`config.mk`:
```
export PLATFORM = sky130hd
export DESIGN_NAME = uart_rx_ctrl
export DESIGN_NICKNAME = d
export VERILOG_FILES = /design/src/rtl/uart_pkg.sv /design/src/rtl/uart_rx_timeout.sv /design/src/rtl/uart_rx_ctrl.sv
export SDC_FILE = /design/constraint.sdc
export NUM_CORES = 1
export LEC_CHECK = 0
export ABC_AREA = 1
export BUFFER_PORTS_ARGS = -buffer_cell sky130_fd_sc_hd__buf_4
export CAP_MARGIN = 20
export CORE_MARGIN = 10
export CORE_UTILIZATION = 45
export CTS_CLUSTER_SIZE = 25
export DETAILED_ROUTE_END_ITERATION = 16
export PLACE_DENSITY = 0.8
export SKIP_CTS_REPAIR_TIMING = 1
export SYNTH_ARGS = -nofsm -noshare
export SYNTH_HDL_FRONTEND = slang
export SYNTH_SLANG_ARGS = --single-unit
```
`constraint.sdc`:
```
create_clock -name clock -period 2.2 [get_ports clock]
set_input_delay 0.66 -clock clock [delete_from_list [all_inputs] [get_ports clock]]
set_output_delay 0.66 -clock clock [all_outputs]
set_load 0.01 [all_outputs]
```
`src/rtl/uart_pkg.sv`:
```
// Shared types and defaults for the UART receive-side controller.
package uart_pkg;

  localparam int unsigned UART_RX_DEPTH   = 16;
  localparam int unsigned UART_RX_TIMEOUT = 4096;

  // Read-side handshake sequencer states.
  typedef enum logic [1:0] {
    IDLE,
    POP,
    ACK
  } rx_ctrl_state_e;

endpackage

```
`src/rtl/uart_rx_timeout.sv`:
```
// Idle timer for the receive FIFO: counts clocks with data sitting in the FIFO and no
// traffic, and raises a flag once the FIFO has been idle for TIMEOUT_CYCLES clocks.
module uart_rx_timeout
  import uart_pkg::*;
#(
  parameter int unsigned TIMEOUT_CYCLES = UART_RX_TIMEOUT
) (
  input  logic clock,
  input  logic reset,
  input  logic push,
  input  logic pop,
  input  logic nonempty,
  output logic timeout_flag
);

  localparam int unsigned CW = $clog2(TIMEOUT_CYCLES);
  localparam logic [CW-1:0] CntMax = CW'(TIMEOUT_CYCLES - 1);

  logic [CW-1:0] cnt_q, cnt_d;
  logic          flag_q, flag_d;
  logic          idle;

  // Next-state for the saturating idle counter and the timeout flag.
  always_comb begin
    idle   = nonempty & ~push & ~pop;
    cnt_d  = cnt_q;
    flag_d = flag_q;

    if (!idle) begin
      cnt_d = '0;
    end else if (cnt_q != CntMax) begin
      cnt_d = cnt_q + CW'(1);
    end

    // A push restarts the count but leaves an already raised flag alone.
    if (pop || !nonempty) begin
      flag_d = 1'b0;
    end else if (idle && (cnt_d == CntMax)) begin
      flag_d = 1'b1;
    end
  end

  // Counter and flag registers.
  always_ff @(posedge clock or posedge reset) begin
    if (reset) begin
      cnt_q  <= '0;
      flag_q <= 1'b0;
    end else begin
      cnt_q  <= cnt_d;
      flag_q <= flag_d;
    end
  end

  assign timeout_flag = flag_q;

endmodule

```
`src/rtl/uart_rx_ctrl.sv`:
```
// UART receive FIFO controller: gates receiver bytes into the FIFO, serves CPU reads
// over a 4-phase handshake, mirrors the FIFO level and generates the receive interrupt.
module uart_rx_ctrl
  import uart_pkg::*;
#(
  parameter int unsigned DEPTH          = UART_RX_DEPTH,
  parameter int unsigned CNT_W          = $clog2(DEPTH) + 1,
  parameter int unsigned TIMEOUT_CYCLES = UART_RX_TIMEOUT
) (
  input  logic             clock,
  input  logic             reset,
  // Receiver side
  input  logic             rx_byte_valid,
  input  logic [7:0]       rx_byte,
  input  logic             rx_frame_err,
  // FIFO side
  output logic             rx_fifo_wr_en,
  output logic [7:0]       rx_fifo_data,
  output logic             rx_fifo_rd_en,
  input  logic             rx_fifo_full,
  input  logic             rx_fifo_empty,
  input  logic [7:0]       rx_data,
  // CPU read handshake
  input  logic             rd_req,
  output logic             rd_ack,
  output logic [7:0]       rd_data,
  output logic             rd_valid,
  // Status and interrupt
  input  logic [CNT_W-1:0] thresh,
  input  logic             irq_en,
  input  logic             clr_status,
  output logic [CNT_W-1:0] level,
  output logic             overflow_sticky,
  output logic             frame_err_sticky,
  output logic             rx_irq
);

  rx_ctrl_state_e state_q, state_d;

  logic             rd_ack_q, rd_ack_d;
  logic [7:0]       rd_data_q, rd_data_d;
  logic             rd_valid_q, rd_valid_d;
  logic [CNT_W-1:0] level_q, level_d;
  logic             ovf_q, ovf_d;
  logic             ferr_q, ferr_d;
  logic             irq_q, irq_d;

  logic push;
  logic pop;
  logic ovf_evt;
  logic ferr_evt;
  logic thresh_hit;
  logic timeout_flag;

  // Write path and FIFO strobes; both strobes are held low while reset is asserted.
  always_comb begin
    rx_fifo_data  = rx_byte;
    rx_fifo_wr_en = ~reset & rx_byte_valid & ~rx_frame_err & ~rx_fifo_full;
    rx_fifo_rd_en = ~reset & (state_q == POP);
    push          = rx_fifo_wr_en;
    pop           = rx_fifo_rd_en & ~rx_fifo_empty;
    // Full is judged before any same-cycle pop, so a pop does not rescue the byte.
    ovf_evt       = rx_byte_valid & ~rx_frame_err & rx_fifo_full;
    ferr_evt      = rx_byte_valid & rx_frame_err;
  end

  // Read handshake sequencing and captured read data.
  always_comb begin
    state_d    = state_q;
    rd_ack_d   = rd_ack_q;
    rd_data_d  = rd_data_q;
    rd_valid_d = rd_valid_q;

    unique case (state_q)
      IDLE: begin
        if (rd_req) begin
          if (!rx_fifo_empty) begin
            rd_data_d  = rx_data;
            rd_valid_d = 1'b1;
            state_d    = POP;
          end else begin
            rd_data_d  = 8'h00;
            rd_valid_d = 1'b0;
            rd_ack_d   = 1'b1;
            state_d    = ACK;
          end
        end
      end
      POP: begin
        rd_ack_d = 1'b1;
        state_d  = ACK;
      end
      ACK: begin
        if (!rd_req) begin
          rd_ack_d = 1'b0;
          state_d  = IDLE;
        end
      end
      default: begin
        rd_ack_d = 1'b0;
        state_d  = IDLE;
      end
    endcase
  end

  // Level tracking, sticky flags and interrupt request next-state.
  always_comb begin
    level_d = level_q;
    unique case ({push, pop})
      2'b10:   level_d = level_q + CNT_W'(1);
      2'b01:   level_d = level_q - CNT_W'(1);
      default: level_d = level_q;
    endcase

    // Set events beat a simultaneous clear.
    ovf_d  = clr_status ? 1'b0 : ovf_q;
    ferr_d = clr_status ? 1'b0 : ferr_q;
    if (ovf_evt) begin
      ovf_d = 1'b1;
    end
    if (ferr_evt) begin
      ferr_d = 1'b1;
    end

    thresh_hit = (thresh != '0) && (level_q >= thresh);
    irq_d      = irq_en & (thresh_hit | timeout_flag | ovf_q);
  end

  // State and output registers.
  always_ff @(posedge clock or posedge reset) begin
    if (reset) begin
      state_q    <= IDLE;
      rd_ack_q   <= 1'b0;
      rd_data_q  <= 8'h00;
      rd_valid_q <= 1'b0;
      level_q    <= '0;
      ovf_q      <= 1'b0;
      ferr_q     <= 1'b0;
      irq_q      <= 1'b0;
    end else begin
      state_q    <= state_d;
      rd_ack_q   <= rd_ack_d;
      rd_data_q  <= rd_data_d;
      rd_valid_q <= rd_valid_d;
      level_q    <= level_d;
      ovf_q      <= ovf_d;
      ferr_q     <= ferr_d;
      irq_q      <= irq_d;
    end
  end

  uart_rx_timeout #(
    .TIMEOUT_CYCLES (TIMEOUT_CYCLES)
  ) u_timeout (
    .clock        (clock),
    .reset        (reset),
    .push         (push),
    .pop          (pop),
    .nonempty     (level_q != '0),
    .timeout_flag (timeout_flag)
  );

  assign rd_ack           = rd_ack_q;
  assign rd_data          = rd_data_q;
  assign rd_valid         = rd_valid_q;
  assign level            = level_q;
  assign overflow_sticky  = ovf_q;
  assign frame_err_sticky = ferr_q;
  assign rx_irq           = irq_q;

endmodule
```
==> metrics.csv <==
metric;value;unit
maximum VDD drop;551;µV
leakage power total;1.36;nW
clk_skew;11.8;ps
Die X;86.6;µm
routed vias/inst;5.02;
clk slew on worst S/H paths;80;ps
final setup fails;0;
Final min period;2030;ps
Final WS setup;170;ps
largest family of logic cells by synthesized area;simple AND/OR/NAND/NOR gates;
Clk pwr share;0.174;
row cnt;24;
Reg2Reg Depth;15;
FF+latch count, synth;33;
switch share;0.392;
Worst path slowest cell;ha_1;
WP buf/inv;1;
final WL;4560;µm
largest net degree at the start of global routing;34;
cells along the critical path;buf_4, nor2_1, nand3_1, ha_4, ha_1, a21oi_1, nor2_1, nor2_1, nand2_1, nand2_1, nor2_2, xor2_1;
vias;1782;
RSZ-0062 raised after global routing;no;
Worst setup SP type;input port;
first-pass iteration count of the detailed router;4;
Fill cells;413;
Tcrit/Tclk final;0.923;
asr flop ratio synth;1.00;
max-slew violation count;0;
Synth Area per Inst;7.87;µm²
placed cell count;344;
Root Driver;clkbuf_8;
Fin Hold WS;485;ps
DP Worst Slack;-170;ps
Distinct cells, synth;28;
status;finished clean;
Initial Utilization;0.462;
remaining routing DRC violations;0;
Pint;1.55;mW
layout cells sized above 1;0.257;
Num CTS Buffers;5;
sequential fraction of the synthesis area;0.413;
htree depth;2;
Adder-Cell Fraction of Synth Area;0.0726;
clock sink count;33;
total grt overflow;0;
simple logic cell fraction of the synthesized area;0.256;
height of the die;86.6;µm
proportion of synthesized area in mux cells;0;
Power Density;1030;nW/µm²
Post-synth top cells;nand2_1 (56), inv_1 (42), dfrtp_1 (33);
area grow syn2layout;24.0;%
worst-margin pin slew;561;ps
cell taking the most area after synthesis;dfrtp_1;
xor and xnor fraction of the mapped netlist area;0.00877;
kind of critical path;input port to flop;
MaxCap Viol Count;0;
top-count cell post-synth;nand2_1;
1st-iter DRT viols;101;
initial antenna violation count;0;
Top cell by count, worst path;nor2_1;
number of flops mapped to enable cells by yosys;0;
final core occ;0.573;
Seq pwr share;0.386;
Routed WL per cell;12.9;µm
Worst EP arrival;2200;ps
Critical Path Max Stage Delay;320;ps
first-pass GRT wire length;7700;µm
WP depth;12;
Compound-Gate Fraction of Synth Area;0.123;
remaining antenna violation count;0;
Critical Path RT;2370;ps
Max Fanout on Critical Path;4;
DIE AREA;7510;µm²
Worst-Skew Late Latency;290;ps
setup_tns;0;ps
final HPWL from detailed placement;3560;µm
delay-heaviest family, CP;simple AND/OR/NAND/NOR gates;
Port Buf Inserts;41;
gr usage total;0.125;
final hold vios;0;
vias in the first global route;1762;
Top FF cell, synth;dfrtp_1;
post-synth top area share;0.413;
CTS tree;yes;
post-synthesis net count;295;
# diodes;0;
final non-filler cell total;355;
Gate power share;0.439;
Synth Warn #;0;
highest clock rate;492;MHz
element type at the critical path end;flop;
Max-slew headroom;0.625;
Area contributors post-synth;dfrtp_1 (41%), nand2_1 (11%), inv_1 (7.9%), ha_1 (6.3%), nand3_1 (4.3%);
nets;343;
Hold Path Class;input port to async pin;
Syn Inst Count;254;
clock buffer depth;2;
Mapped Area;2000;µm²
RD Place Congestion;0.864;
Core Area;4320;µm²
I/O Pins;58;
NetSw;0.997;mW
[power groups by stage]
stage | clock [mW] | combinational (mW) | sequential, mW
after CTS | 0.453 | 1.09 | 0.983
final | 0.443 | 1.12 | 0.982
after global placement | 0 | 1.04 | 0.988
after detailed placement | 0 | 1.08 | 0.989
after global routing | 0.479 | 1.26 | 1.02
after floorplan | 0 | 0.625 | 1.02
[flip-flops by register name (all words and copies together), names as in the netlist]
signal	flops
u_timeout.cnt_q	12
rd_data	8
level	5
state_q	2
frame_err_sticky	1
overflow_sticky	1
rd_ack	1
rd_valid	1
rx_irq	1
u_timeout.timeout_flag	1
[worst min-delay path, stage by stage]
cell and delay, ps:
buf_4 130, inv_1 50, buf_4 360
[per-stage QoR]
step / area (µm²) / total power, mW
global route: 2480 / 2.76
CTS: 2440 / 2.52
floorplan: 2010 / 1.65
finish: 2480 / 2.54
detailed placement: 2360 / 2.07
global placement: 2360 / 2.03
[path summary, 6_finish.rpt]
check | start | endpoint | slack, ps
max | reset | level[4] | 170
min | reset | rd_data[3] | 490
max reg2reg | state_q[1] | level[4] | 190
min reg2reg | rd_data[1] | rd_data[1] | 510
max in group asynchronous | reset | u_timeout.cnt_q[2] | 1410
min in group clock | rd_data[1] | rd_data[1] | 510
[metal layers]
metal	GRT usage	vias to the layer above	wire length, µm
li1	-	909	-
met3	0.0469	9	241
met4	0.0501	0	72
met1	0.135	833	1890
met2	0.215	31	2360
met5	0	-	0
[area by class of cell]
cell class,instances,area (µm²),area share
multi-input combinational,164,946,0.382
sequential,33,826,0.333
timing repair buffer,51,383,0.154
inverter,47,176,0.0712
clock buffer,6,72.6,0.0293
tap,52,65.1,0.0262
clock inverter,2,10.0,0.00404
[layout by cell type, fill, tap and decap left out, types with 2 or more instances in the layout]
cell and count:
a22o_1 8, nand2_1 56, dfrtp_1 33, nor2_4 2, buf_4 51, nand4_1 7, clkbuf_8 5, inv_1 40
nor2_1 18, nand3_1 17, a21oi_1 14, o21ai_1 2, ha_1 9, inv_2 7, nor2_2 5, o21bai_1 2
o21ai_0 12, clkinv_2 2, a31oi_1 2
[logic make-up after synthesis]
kind of cell	count (synthesis)
buf+inv	57
fa+ha+maj	11
xor+xnor	2
flops	33
simple gates	110
compound gates	41
Note: power is estimated with default switching activity, not from simulation.
